File: config.mk
export PLATFORM = sky130hd
export DESIGN_NAME = fetch_unit
export DESIGN_NICKNAME = d
export VERILOG_FILES = /design/src/rtl/fetch_unit.sv
export SDC_FILE = /design/constraint.sdc
export NUM_CORES = 1
export LEC_CHECK = 0
export ABC_AREA = 1
export CORE_MARGIN = 8
export CORE_UTILIZATION = 39
export DETAILED_ROUTE_END_ITERATION = 12
export PLACE_DENSITY = 0.74
export SYNTH_ARGS = -nofsm -noshare
export SYNTH_HDL_FRONTEND = slang
export SYNTH_SLANG_ARGS = --single-unit
File: constraint.sdc
create_clock -name CLK -period 3.99 [get_ports CLK]
set_input_delay 0.798 -clock CLK [delete_from_list [all_inputs] [get_ports CLK]]
set_output_delay 0.798 -clock CLK [all_outputs]
set_load 0.02 [all_outputs]
File: src/rtl/fetch_unit.sv
// Instruction-fetch stage: owns the PC, requests words from the icache and
// feeds {npc, instruction} into the IF/ID latch, with stall/redirect/halt handling.
module fetch_unit #(
  parameter logic [31:0] PC_INIT = 32'h0000_0000,
  parameter int unsigned CNT_W   = 32
) (
  input  logic             CLK,
  input  logic             nRST,
  input  logic             ihit,
  input  logic [31:0]      imemload,
  input  logic             stall,
  input  logic             redirect,
  input  logic [31:0]      redirect_pc,
  input  logic             halt,
  output logic             imemREN,
  output logic [31:0]      imemaddr,
  output logic             fetch_valid,
  output logic [31:0]      fetch_npc,
  output logic [31:0]      fetch_imemload,
  output logic             doflush,
  output logic             halted,
  output logic [CNT_W-1:0] fetch_count
);

  typedef enum logic [1:0] {
    RUN    = 2'd0,
    DRAIN  = 2'd1,
    HALTED = 2'd2
  } state_t;

  state_t           state, state_n;
  logic [31:0]      pc, pc_n;
  logic [31:0]      pend_pc, pend_n;
  logic [CNT_W-1:0] cnt, cnt_n;
  logic [31:0]      pc_inc;
  logic [31:0]      target;
  logic             ren, valid, flush, stopped;

  assign pc_inc = pc + 32'd4;
  assign target = redirect_pc & 32'hFFFF_FFFC;

  // State, PC, pending target and delivery counter
  always_ff @(posedge CLK) begin
    if (!nRST) begin
      state   <= RUN;
      pc      <= PC_INIT;
      pend_pc <= 32'd0;
      cnt     <= '0;
    end else begin
      state   <= state_n;
      pc      <= pc_n;
      pend_pc <= pend_n;
      cnt     <= cnt_n;
    end
  end

  // Next-state and strobe logic; priority is halt > redirect > stall > ihit
  always_comb begin
    state_n = state;
    pc_n    = pc;
    pend_n  = pend_pc;
    cnt_n   = cnt;
    ren     = 1'b0;
    valid   = 1'b0;
    flush   = 1'b0;
    stopped = 1'b0;
    case (state)
      RUN: begin
        ren = 1'b1;
        if (halt) begin
          state_n = HALTED;
        end else if (redirect) begin
          flush = 1'b1;
          if (ihit) begin
            pc_n = target;
          end else begin
            // Keep the outstanding miss addressed at pc; retarget once it lands
            pend_n  = target;
            state_n = DRAIN;
          end
        end else if (!stall && ihit) begin
          valid = 1'b1;
          pc_n  = pc_inc;
          cnt_n = cnt + CNT_W'(1);
        end
      end
      DRAIN: begin
        ren = 1'b1;
        if (halt) begin
          state_n = HALTED;
        end else begin
          if (redirect) begin
            flush  = 1'b1;
            pend_n = target;
          end
          if (ihit) begin
            pc_n    = redirect ? target : pend_pc;
            state_n = RUN;
          end
        end
      end
      HALTED: begin
        stopped = 1'b1;
      end
      default: begin
        state_n = RUN;
      end
    endcase
  end

  // Strobes are forced low while reset is held
  assign imemREN        = nRST & ren;
  assign fetch_valid    = nRST & valid;
  assign doflush        = nRST & flush;
  assign halted         = nRST & stopped;
  assign imemaddr       = pc;
  assign fetch_npc      = pc_inc;
  assign fetch_imemload = imemload;
  assign fetch_count    = cnt;

endmodule

==> run_results.csv <==
group,metric,value,unit
cts,cts_setup_buffers,0,
die,die_w,142,um
global_routing,grt.total_usage,18.6,%
routing,vias_per_cell,5.11,
power,total_power,2.44,mW
cts,cts_buffers,9,
min_path,hold_start,"pend_pc[0]",
placed_design,gp_congestion,0.918,
placed_design,place_area,7490,um2
sta,maxSlewViolCount,0,
setup_path,crit_fanout,7,
power,p_leak,2.93,nW
setup_path,cp-start-kind,"flip-flop",
power,peakVddDrop,212,uV
routing,drt_iter0_markers,459,
die,start_util,39.5,%
cts,cts_max_path_buffers,2,
cts,cts_tree,"built",
logic_synthesis,yosys.cell_types.count,32,
cts,ctsRootBufferMaster,"clkbuf_16",
die,dieArea,20300,um2
cells_and_area,nets,1173,
cells_and_area,area_delta_synth_final,25.0,%
setup_path,cp-startpoint,"imemaddr[2]",
sta,final.setup_skew,13.7,ps
cts,h-tree-depth,3,
routing,wirelength,19.2,mm
sta,fin_setup_tns,0,ps
die,core_area,15800,um2
sta,setup_viol,0,
cells_and_area,final_cell_mix,"325 x nand2_1, 144 x a21oi_1, 134 x clkdlybuf4s50_1",
setup_path,timing.rr.start,"imemaddr[2]",
run_status,status,"completed",
logic_synthesis,synth.area.top_cells,"dfxtp_1 31%, nand2_1 20%, a21oi_1 12%",
logic_synthesis,ys_seq_area_share,31.5,%
sta,post-route-min-period,3370,ps
cts,cts_resized,0,
sta,fin_crit_sh,84.5,%
global_routing,grt_pass1_wl,30.5,mm
routing,drc,0,
global_routing,grt_max_degree,76,
setup_path,end_kind,"output port",
cells_and_area,mostFrequentLayoutCell,"nand2_1",
die,ioPinCount,202,
logic_synthesis,ys_seq_elements,98,
logic_synthesis,synth_top_area_share,31.5,%
sta,maxClockFrequency,297,MHz
cts,insertion_delay,360,ps
cts,cts.clk_slew.worst_paths,60,ps
sta,worst_pin_slew,1000,ps
global_routing,grt_pass1_vias,6005,
routing,routedWlPerCell,14.5,um
logic_synthesis,synthesis.nets,1096,
logic_synthesis,postSynthAreaPerCell,6.09,um2
flow_run,maxCapViolCount,0,
sta,finalHoldViolCount,0,
cells_and_area,fill_cells,1644,
setup_path,worst_ep_arrival_time,2570,ps
routing,drtAntennaViolNets,0,
cells_and_area,finish.instance_area,7790,um2
cells_and_area,drive_above_1_share,5.15,%
global_routing,antenna_found_initial,2,
die,die_h,142,um
placed_design,hpwl,13.7,mm
placed_design,portBuffers,135,
sta,slew_headroom,33.2,%
global_routing,grt-ovfl-total,0,
sta,rsz0062_at_grt,"false",
min_path,worstHoldPathType,"flip-flop to flip-flop",
routing,first_pass_iters,7,
cts,clkSinkCount,98,
routing,vias,6768,
power,power.density,313,nW/um2
setup_path,crit_type,"flip-flop to output port",
logic_synthesis,mappedNetlistArea,6230,um2
logic_synthesis,syn_inst,1024,
logic_synthesis,yosysTopAreaCell,"dfxtp_1",
logic_synthesis,yosysWarnings,0,
die,row_count,46,
setup_path,cp.required,3190,ps
cts,cts_hold_buf,0,
-- cell usage after synthesis --
| cell | number |
|---|---|
| buf_2 | 4 |
| o21ai_1 | 3 |
| a31oi_1 | 1 |
| clkinv_1 | 1 |
| and2_1 | 3 |
| nor2_8 | 1 |
| nand2_4 | 1 |
| nor2_2 | 10 |
| nor3_2 | 1 |
| ha_1 | 2 |
| buf_4 | 34 |
| dfxtp_1 | 98 |
| nand3_1 | 31 |
| buf_1 | 4 |
| o21ai_0 | 74 |
| nand2_2 | 5 |
| xor2_2 | 2 |
| clkbuf_2 | 1 |
| inv_1 | 65 |
| inv_2 | 4 |
| clkbuf_1 | 35 |
| nand3b_1 | 9 |
| xor2_1 | 13 |
| nand2_1 | 325 |
| a21oi_1 | 144 |
| xnor2_1 | 4 |
| nor2_4 | 7 |
| nand4_1 | 8 |
| nor2_1 | 115 |
| a2111oi_0 | 1 |
| nor3_1 | 15 |
| a211oi_1 | 3 |
-- state kept, by name, summed over array words and instances (netlist names) --
| name | cells |
|---|---|
| pend_pc | 32 |
| state | 2 |
| fetch_count | 32 |
| imemaddr | 32 |
-- stage by stage --
step	hold slack (ps)	utilization, %	setup slack [ps]	cells
5_1_grt	479	49.4	525	1323
3_5_place_dp	461	47.5	635	1306
6_report	471	49.4	620	1324
2_1_floorplan	440	-	1340	1024
3_3_place_gp	450	47.5	651	1306
4_1_cts	470	49.4	617	1322
-- path summary, 6_finish.rpt --
kind	slack, ps	endpoint	cells past startpoint
setup reg to reg	2060	imemaddr[26]	11
hold / removal	470	pend_pc[0]	2
setup / recovery	620	fetch_npc[22]	9
hold reg to reg	470	pend_pc[0]	2
-- worst max-delay path, cell delays in order (launching register included) --
cell             delay (ps)
dfxtp_1                 430
ha_1                    230
nand2_1                 100
nor2_4                  170
nand2_4                 120
nor2_4                  270
nand2_1                 100
nand2_1                  80
and2_1                  120
clkdlybuf4s50_1         600
-- where the power goes --
| group | internal [mW] | switching (mW) | total (mW) |
|---|---|---|---|
| sequential | 1.02 | 0.0528 | 1.08 |
| combinational | 0.194 | 0.267 | 0.461 |
| clock | 0.492 | 0.410 | 0.902 |
-- routing by layer --
layer	vias to the layer above	GRT usage (%)	share of wire, %
li1	3419	-	-
met1	3090	23.7	44
met2	237	29.4	45
met3	22	5.94	9.1
met4	0	5.54	1.8
met5	-	0	0
-- logic make-up after synthesis --
family          Yosys count  synth area share (%)
fa+ha+maj                 2                 0.401
xor+xnor                 19                  2.91
compound gates          226                  18.3
buf+inv                 148                  11.1
flops                    98                  31.5
simple gates            531                  35.8
-- area by class of cell --
class / count / area (um2) / area share [%]
Sequential cell: 98 / 1960 / 25.2
Antenna cell: 2 / 5.00 / 0.0642
Clock buffer: 11 / 233 / 2.99
Clock inverter: 5 / 61.3 / 0.787
Tap cell: 216 / 270 / 3.47
Inverter: 70 / 263 / 3.37
Multi-Input combinational cell: 778 / 3590 / 46.0
Timing Repair Buffer: 144 / 1410 / 18.1
No activity file was read; power rests on OpenSTA's default activity.
